==> src/rtl/regfile_bist_pkg.sv <==
// Shared types and constants for the register-file BIST engine.
// Optional fail log is enabled by defining REGFILE_BIST_FAIL_LOG_EN.
package regfile_bist_pkg;

  typedef enum logic [2:0] {
    S_IDLE,
    S_WRITE,
    S_READ,
    S_CHECK,
    S_FINISH
  } state_e;

  localparam logic [1:0] MODE_INDEX     = 2'd0;
  localparam logic [1:0] MODE_ONES      = 2'd1;
  localparam logic [1:0] MODE_CHECKER   = 2'd2;
  localparam logic [1:0] MODE_INV_INDEX = 2'd3;

  // Checkerboard bit pairs: even index -> 0xA.., odd index -> 0x5..
  localparam logic [1:0] CHK_EVEN = 2'b10;
  localparam logic [1:0] CHK_ODD  = 2'b01;

endpackage

==> src/rtl/regfile_bist_pattern.sv <==
// Combinational test-pattern generator shared by write and compare paths.
// Patterns are truncated to DATA_WIDTH.
module regfile_bist_pattern
  import regfile_bist_pkg::*;
#(
  parameter int DATA_WIDTH = 32,
  parameter int ADDR_WIDTH = 5
) (
  input  logic [1:0]            mode,
  input  logic [ADDR_WIDTH-1:0] index,
  output logic [DATA_WIDTH-1:0] pattern
);

  logic [DATA_WIDTH-1:0] idx_pat;
  logic [DATA_WIDTH-1:0] chk_pat;

  always_comb begin
    idx_pat = (DATA_WIDTH'(index) << 4) | DATA_WIDTH'(1);
    chk_pat = '0;
    for (int b = 0; b < DATA_WIDTH; b++) begin
      chk_pat[b] = index[0] ? CHK_ODD[b[0]] : CHK_EVEN[b[0]];
    end
    pattern = '0;
    unique case (mode)
      MODE_INDEX:     pattern = idx_pat;
      MODE_ONES:      pattern = '1;
      MODE_CHECKER:   pattern = chk_pat;
      MODE_INV_INDEX: pattern = ~idx_pat;
      default:        pattern = '0;
    endcase
  end

endmodule

==> src/rtl/regfile_bist.sv <==
// Write/read/compare BIST engine for a two-read-port register file.
// Define REGFILE_BIST_FAIL_LOG_EN to add first-mismatch capture ports.
module regfile_bist
  import regfile_bist_pkg::*;
#(
  parameter int DATA_WIDTH         = 32,
  parameter int ADDR_WIDTH         = 5,
  parameter int NUM_REGS           = 32,
  parameter int ZERO_REG_HARDWIRED = 1,
  parameter int ERR_WIDTH          = 8
) (
  input  logic                  clock,
  input  logic                  reset,
  input  logic                  start,
  input  logic [1:0]            mode,
  output logic                  ctrl_writeEnable,
  output logic [ADDR_WIDTH-1:0] ctrl_writeReg,
  output logic [DATA_WIDTH-1:0] data_writeReg,
  output logic [ADDR_WIDTH-1:0] ctrl_readRegA,
  output logic [ADDR_WIDTH-1:0] ctrl_readRegB,
  input  logic [DATA_WIDTH-1:0] data_readRegA,
  input  logic [DATA_WIDTH-1:0] data_readRegB,
  output logic                  busy,
  output logic                  done,
  output logic                  pass,
  output logic [ERR_WIDTH-1:0]  error_count
`ifdef REGFILE_BIST_FAIL_LOG_EN
  ,
  output logic                  fail_valid,
  output logic [ADDR_WIDTH-1:0] fail_reg,
  output logic                  fail_port,
  output logic [DATA_WIDTH-1:0] fail_data
`endif
);

  localparam logic [ERR_WIDTH-1:0]  ERR_MAX = '1;
  localparam logic [ADDR_WIDTH-1:0] LAST    = ADDR_WIDTH'(NUM_REGS - 1);

  state_e                state_q, state_d;
  logic [ADDR_WIDTH-1:0] index_q, index_d;
  logic [1:0]            mode_q, mode_d;
  logic [ERR_WIDTH-1:0]  err_q, err_d;
  logic                  pass_q, pass_d;

  logic [DATA_WIDTH-1:0] pat;
  logic [DATA_WIDTH-1:0] exp_val;
  logic                  mis_a, mis_b;
  logic [ERR_WIDTH+1:0]  err_sum;
  logic [ERR_WIDTH-1:0]  err_sat;
  logic                  accept;

  regfile_bist_pattern #(
    .DATA_WIDTH(DATA_WIDTH),
    .ADDR_WIDTH(ADDR_WIDTH)
  ) u_pat (
    .mode   (mode_q),
    .index  (index_q),
    .pattern(pat)
  );

  // Register 0 may read as zero regardless of what was written.
  always_comb begin
    exp_val = pat;
    if (ZERO_REG_HARDWIRED != 0 && index_q == '0) exp_val = '0;
    mis_a   = data_readRegA != exp_val;
    mis_b   = data_readRegB != exp_val;
    err_sum = {2'b00, err_q}
            + {{(ERR_WIDTH+1){1'b0}}, mis_a}
            + {{(ERR_WIDTH+1){1'b0}}, mis_b};
    err_sat = (err_sum > {2'b00, ERR_MAX}) ? ERR_MAX
                                           : err_sum[ERR_WIDTH-1:0];
  end

  assign accept = (state_q == S_IDLE) && start;

  always_ff @(posedge clock or posedge reset) begin
    if (reset) begin
      state_q <= S_IDLE;
      index_q <= '0;
      mode_q  <= '0;
      err_q   <= '0;
      pass_q  <= 1'b0;
    end else begin
      state_q <= state_d;
      index_q <= index_d;
      mode_q  <= mode_d;
      err_q   <= err_d;
      pass_q  <= pass_d;
    end
  end

  always_comb begin
    state_d          = state_q;
    index_d          = index_q;
    mode_d           = mode_q;
    err_d            = err_q;
    pass_d           = pass_q;
    ctrl_writeEnable = 1'b0;
    ctrl_writeReg    = '0;
    data_writeReg    = '0;
    ctrl_readRegA    = '0;
    ctrl_readRegB    = '0;
    done             = 1'b0;
    unique case (state_q)
      S_IDLE: begin
        if (start) begin
          index_d = '0;
          mode_d  = mode;
          err_d   = '0;
          pass_d  = 1'b0;
          state_d = S_WRITE;
        end
      end
      S_WRITE: begin
        ctrl_writeEnable = 1'b1;
        ctrl_writeReg    = index_q;
        data_writeReg    = pat;
        state_d          = S_READ;
      end
      S_READ: begin
        ctrl_readRegA = index_q;
        ctrl_readRegB = index_q;
        state_d       = S_CHECK;
      end
      S_CHECK: begin
        ctrl_readRegA = index_q;
        ctrl_readRegB = index_q;
        err_d         = err_sat;
        if (index_q == LAST) begin
          state_d = S_FINISH;
        end else begin
          index_d = index_q + ADDR_WIDTH'(1);
          state_d = S_WRITE;
        end
      end
      S_FINISH: begin
        done    = 1'b1;
        pass_d  = (err_q == '0);
        state_d = S_IDLE;
      end
      default: state_d = S_IDLE;
    endcase
  end

  assign busy        = (state_q != S_IDLE);
  assign pass        = pass_q;
  assign error_count = err_q;

`ifdef REGFILE_BIST_FAIL_LOG_EN
  logic                  fv_q, fv_d;
  logic [ADDR_WIDTH-1:0] freg_q, freg_d;
  logic                  fport_q, fport_d;
  logic [DATA_WIDTH-1:0] fdata_q, fdata_d;

  always_ff @(posedge clock or posedge reset) begin
    if (reset) begin
      fv_q    <= 1'b0;
      freg_q  <= '0;
      fport_q <= 1'b0;
      fdata_q <= '0;
    end else begin
      fv_q    <= fv_d;
      freg_q  <= freg_d;
      fport_q <= fport_d;
      fdata_q <= fdata_d;
    end
  end

  // Only the first mismatch of a pass is kept; port A wins a tie.
  always_comb begin
    fv_d    = fv_q;
    freg_d  = freg_q;
    fport_d = fport_q;
    fdata_d = fdata_q;
    if (accept) begin
      fv_d    = 1'b0;
      freg_d  = '0;
      fport_d = 1'b0;
      fdata_d = '0;
    end else if (state_q == S_CHECK && !fv_q && (mis_a || mis_b)) begin
      fv_d    = 1'b1;
      freg_d  = index_q;
      fport_d = !mis_a;
      fdata_d = mis_a ? data_readRegA : data_readRegB;
    end
  end

  assign fail_valid = fv_q;
  assign fail_reg   = freg_q;
  assign fail_port  = fport_q;
  assign fail_data  = fdata_q;
`else
  logic unused_accept;
  assign unused_accept = accept;
`endif

endmodule

==> config.mk <==
export PLATFORM = sky130hd
export DESIGN_NAME = regfile_bist
export DESIGN_NICKNAME = d
export VERILOG_FILES = /design/src/rtl/regfile_bist_pkg.sv /design/src/rtl/regfile_bist_pattern.sv /design/src/rtl/regfile_bist.sv
export SDC_FILE = /design/constraint.sdc
export NUM_CORES = 1
export LEC_CHECK = 0
export CAP_MARGIN = 10
export CORE_ASPECT_RATIO = 0.8
export CORE_UTILIZATION = 39
export DETAILED_ROUTE_END_ITERATION = 10
export PLACE_DENSITY = 0.83
export SYNTH_ARGS = -nofsm -noshare
export SYNTH_HDL_FRONTEND = slang
export SYNTH_SLANG_ARGS = --single-unit
==> constraint.sdc <==
create_clock -name clock -period 4.7 [get_ports clock]
set_input_delay 1.175 -clock clock [delete_from_list [all_inputs] [get_ports clock]]
set_output_delay 1.175 -clock clock [all_outputs]
set_load 0.1 [all_outputs]
**Word level (Yosys, flattened, before mapping)**

Index checks and enable logic that the tools add are counted.

- Reduce and logical (&&, ||, !) cells: 12
- Bitwise gates (word level): 1
- Shift operators: 0
- Mux-type cells: 20
- Equal/unequal tests: 12
- $mul: 0
- Add/subtract/negate cells: 3
- Order comparisons: 1
- Div/mod/pow operators: 0

Operators with widths:

| cell | count |
|---|---|
| 32-bit case mux with 4 select lines | 1 |
| 32-bit two-way mux | 2 |
| 32-bit inequality test | 2 |
| 9-bit inverter with 32-bit output | 1 |
| 5-bit two-way mux | 4 |
| 8-bit two-way mux | 2 |
| 8-bit case mux with 2 select lines | 1 |
| 3-bit case mux with 4 select lines | 1 |
| 9-bit by 1-bit adder with 10-bit output | 1 |
| 10-bit by 8-bit greater-than comparator with 1-bit output, second input constant | 1 |
| 5-bit case mux with 2 select lines | 1 |
| 8-bit by 1-bit adder with 9-bit output | 1 |
| 8-bit logical NOT | 1 |
| 3-bit by 2-bit == test with 1-bit output, second input constant | 2 |
| 3-bit two-way mux | 2 |
| 2-bit AND reduction | 3 |
| 5-bit by 1-bit adder with 5-bit output, second input constant | 1 |
| 5-bit == test, second input constant | 1 |
| 5-bit logical NOT | 1 |
| 1-bit two-way mux | 5 |
| 2-bit == test, second input constant | 2 |
| 2-bit inequality test, second input constant | 2 |
| 2-bit nonzero test | 2 |
| 3-bit by 1-bit == test with 1-bit output, second input constant | 1 |
| 8 further kinds | 8 |

- Flip-flop bits (word level): 19
- Memories kept: 0
- Latch bits: 0
- RAM bits: 0
- ROM bits: 0
- Logic and storage cells: 54

**Longest topological paths before layout**

- Depth in word-level cells: 9
- Gate-level depth with buffers: 17
- Depth with buffers taken out: 15

**By module**

A second synthesis with hierarchy kept.

- Cells, all modules: 371
- Area, all modules: 2,896.5 um^2

By module, submodules not included:

| module | cells each | instances | sequential area each (um^2) | area an instance (um^2) |
|---|---|---|---|---|
| regfile_bist | 327 | 1 | 475.5 | 2,590.0 |
| regfile_bist_pattern | 44 | 1 | 0.0 | 306.5 |

**Worst setup path before layout**

No wires, ideal clock.

- Path kind: register to output
- Start point: register state_q[0]
- End point: output data_writeReg[11]
- Data arrival time: 3.044 ns
- Stages on the path, launching flop included: 5
- Setup slack: 0.481 ns
- Cells stage by stage: dfrtp_1 -> clkbuf_1 -> nand2_1 -> nor2_1 -> buf_4

- Cells in the longest elaborated chain, start to end: 2

RTL lines:

| what | line | text |
|---|---|---|
| start: declaration | regfile_bist.sv:39 | `state_e state_q, state_d;` |
| start signal: assignment | regfile_bist.sv:84 | `state_q <= state_d;` |
| 3-bit by 1-bit == test with 1-bit output | regfile_bist.sv:104 | `unique case (state_q)` |
| 32-bit two-way mux | regfile_bist.sv:104 |  |
| end: declaration | regfile_bist.sv:18 | `output logic [DATA_WIDTH-1:0] data_writeReg,` |

Every way passes these cells.

**Final worst setup path**

- Start point: input data_readRegB[2]
- End point: register err_q[4], in the netlist error_count[4]

- Cells in the longest elaborated chain, start to end: 5

RTL lines:

| what | line | text |
|---|---|---|
| start: declaration | regfile_bist.sv:22 | `input logic [DATA_WIDTH-1:0] data_readRegB,` |
| 32-bit inequality test (*) | regfile_bist.sv:66 | `mis_b = data_readRegB != exp_val;` |
| 9-bit by 1-bit adder with 10-bit output (*) | regfile_bist.sv:69 | `+ {{(ERR_WIDTH+1){1'b0}}, mis_b};` |
| 10-bit by 8-bit greater-than comparator with 1-bit output | regfile_bist.sv:70 | `err_sat = (err_sum > {2'b00, ERR_MAX}) ? ERR_MAX` |
| 8-bit two-way mux (*) | regfile_bist.sv:70 |  |
| 8-bit case mux with 2 select lines (*) | regfile_bist.sv:104 |  |
| end signal: assignment | regfile_bist.sv:87 | `err_q <= err_d;` |
| end: declaration | regfile_bist.sv:42 | `logic [ERR_WIDTH-1:0] err_q, err_d;` |

Mark *: on every way between the ends. The rest lies on a longest branch, timed or not.
A chain may end at the register's enable or synchronous reset.

==> metrics.cfg <==
[logic_synthesis]
synthesis.nets = 374
synth_compound_area_share_pct = 20.17
async_flop_share_pct = 100.0
yosysTopAreaCell = dfrtp_1
synth_xor_area_share_pct = 3.218
synth_flop_cell = dfrtp_1
synthTopCellsByArea = dfrtp_1 22%, buf_4 11%, nor2_1 7.6%, a21oi_1 4.4%, nand2_1 4.0%
yosys.cell_count.top_type = nor2_1
synthAdderAreaFrac_pct = 3.218
synth_top_area_share_pct = 21.84
synth.distinct_cells = 50
ys_ff_latch = 19
yosys.area_share.simple_pct = 35.63
synth_common_cells = 44 x nor2_1, 31 x buf_4, 23 x nand2_1
synth_edf_count = 0
syn_area_mm2 = 0.002177
syn-mean-instance-area_um2 = 7.257
synthCells = 300
muxShareOfSynthArea_pct = 0.4598
synth_seq_area_share_pct = 21.84
synth_top_family_by_area = simple AND/OR/NAND/NOR gates
synth_warnings = 0

[timing]
timing.final.crit_share_pct = 95.38
tightest_slew_ps = 982.1
rsz0062_at_grt = false
tns_ps = 0
setup_viol = 0
hold_viol = 0
fin_ws_ps = 217.0
slew_headroom_pct = 34.32
skew_ps = 0.3944
period_minus_slack_ps = 4483
finalMaxSlewViolations = 0
max_freq_mhz = 223.1

[cts]
cts_root_buffer = clkbuf_8
cts_setup_buffers = 0
cts_buffers = 3
cts_hold_buffers = 0
cts_tree = done
h-tree-depth = 1
cts_buffer_depth = 2
clock-sinks = 19
clk_latency_ps = 250
clk_pin_slew_ps = 70
cts_resized = 0

[grt]
grt_pass1_wl_mm = 10.32
antenna_found_initial = 0
grt_usage_pct = 21.76
grt_max_degree = 28
grt_overflow = 0
grt_pass1_vias = 2344

[floorplan]
fp.dieH_um = 68.83
die_w_um = 85.54
ios = 128
num_rows = 23
dieArea_mm2 = 0.005887
coreArea_mm2 = 0.005180
start_util_pct = 42.03

[detailed_routing]
detail-route-antenna-nets = 0
routed_via_density = 5.665
wl_per_cell_um = 14.84
routed_wl_mm = 6.739
dr.pass1.iters = 4
drc = 0
drt-initial-drc-count = 131
route.vias.total = 2572

[worst_hold_path]
hold_depth = 1
hp-class = reg -> reg
holdPathEnd = state_q[1]
hp-start = state_q[2]

[setup_path]
worstReg2RegEnd = error_count[4]
reg2reg_from = mode_q[1]
crit_path_end_kind = flop
crit_arrival_ps = 4610
r2r_slack_ps = 550
critical_path_class = in -> reg
r2r_cells = 13
startpoint = data_readRegB[2]
critPathRequiredTime_ps = 4830
worstPathMaxFanout = 5
cp-start-kind = primary input

[final_layout]
drive_above_1_share_pct = 11.48
filler_cell_count = 475
fin_nets = 467
area_delta_synth_final_pct = 47.99
diodes = 0
register_area_um2 = 475.5
multi_input_area_mm2 = 0.001365

[placed_design]
gp_congestion = 0.8232
dp_hpwl_mm = 5.315
place_ws_ps = -20.84
io_buffers = 127

[run_status]
outcome = completed

[run]
drv_cap = 0

per-layer routing:
metal / part of all wire, % / global-route usage [%] / up-vias
met3: 7.0 / 4.286 / 4
met4: 0.36 / 3.542 / 0
met1: 45 / 28.98 / 1212
met5: 0 / 0 / -
met2: 47 / 37.70 / 95
li1: - / - / 1261
sequential cells by signal, indices dropped and copies added, names as in the netlist:
signal       flops
pass             1
error_count      8
mode_q           2
state_q          3
index_q          5
how the worst max path moves through the flow:
stage	end	slack [ps]	cells after the start
floorplan	data_writeReg[11]	480	4
global placement	error_count[4]	160	14
detailed placement	error_count[4]	-20	14
CTS	error_count[4]	240	14
global route	error_count[4]	60	14
finish	error_count[4]	220	14
cell families after synthesis:
| kind of cell | count (synthesis) |
|---|---|
| AOI/OAI and AO/OA | 65 |
| xor gates and xnor gates | 8 |
| adders and majority gates | 5 |
| buffers and inverters | 52 |
| DFF | 19 |
| muxes | 1 |
| and+or+nand+nor | 150 |
per-stage QoR:
step | util, % | cell area, um2 | cells | hold slack, ps
global placement | 61.30 | 3176 | 450 | 510.2
floorplan | - | 2177 | 300 | 475.4
global route | 62.20 | 3222 | 454 | 553.8
finish | 62.20 | 3222 | 454 | 527.7
CTS | 62.20 | 3222 | 454 | 525.9
detailed placement | 61.30 | 3176 | 450 | 514.3
layout by cell type (no fill, tap or decap), types with 2 or more instances in the layout:
cell	count
o32ai_1	2
inv_1	9
a21oi_1	19
a41oi_1	3
xor2_1	4
nand3_1	10
nor3_1	13
xnor2_1	4
nand4_1	13
nor2b_1	4
o21ai_0	8
nor2_1	44
or4_1	4
a21o_1	2
clkdlybuf4s50_1	96
and2_1	9
a22oi_1	2
a211oi_1	7
a31oi_1	7
buf_4	35
nand2b_1	2
nor4_1	12
a22o_1	2
and3_1	7
ha_1	4
nand2_1	23
o22ai_1	2
dfrtp_1	19
clkbuf_8	3
nor3b_1	3
worst max-delay path: stages:
cell	delay [ps]
clkdlybuf4s50_1	430
or4b_2	620
o21ai_2	80
a41oi_1	60
nor2_1	160
o32ai_1	100
or4_1	550
fa_1	430
ha_1	220
and2_1	200
nand4_1	110
nand2_1	130
o21ai_0	240
a21oi_1	90
final cells by class:
class	count	area share, %
well taps	62	2.408
clock inverters	1	0.1553
flip-flops and latches	19	14.76
clock buffers	3	1.282
multi-input cells	229	42.37
repair buffers	131	37.98
inverters	9	1.049
Power is left out: the tool's default activity adds up to more than one toggle a clock period on the data nets, which glitch-free logic cannot reach.
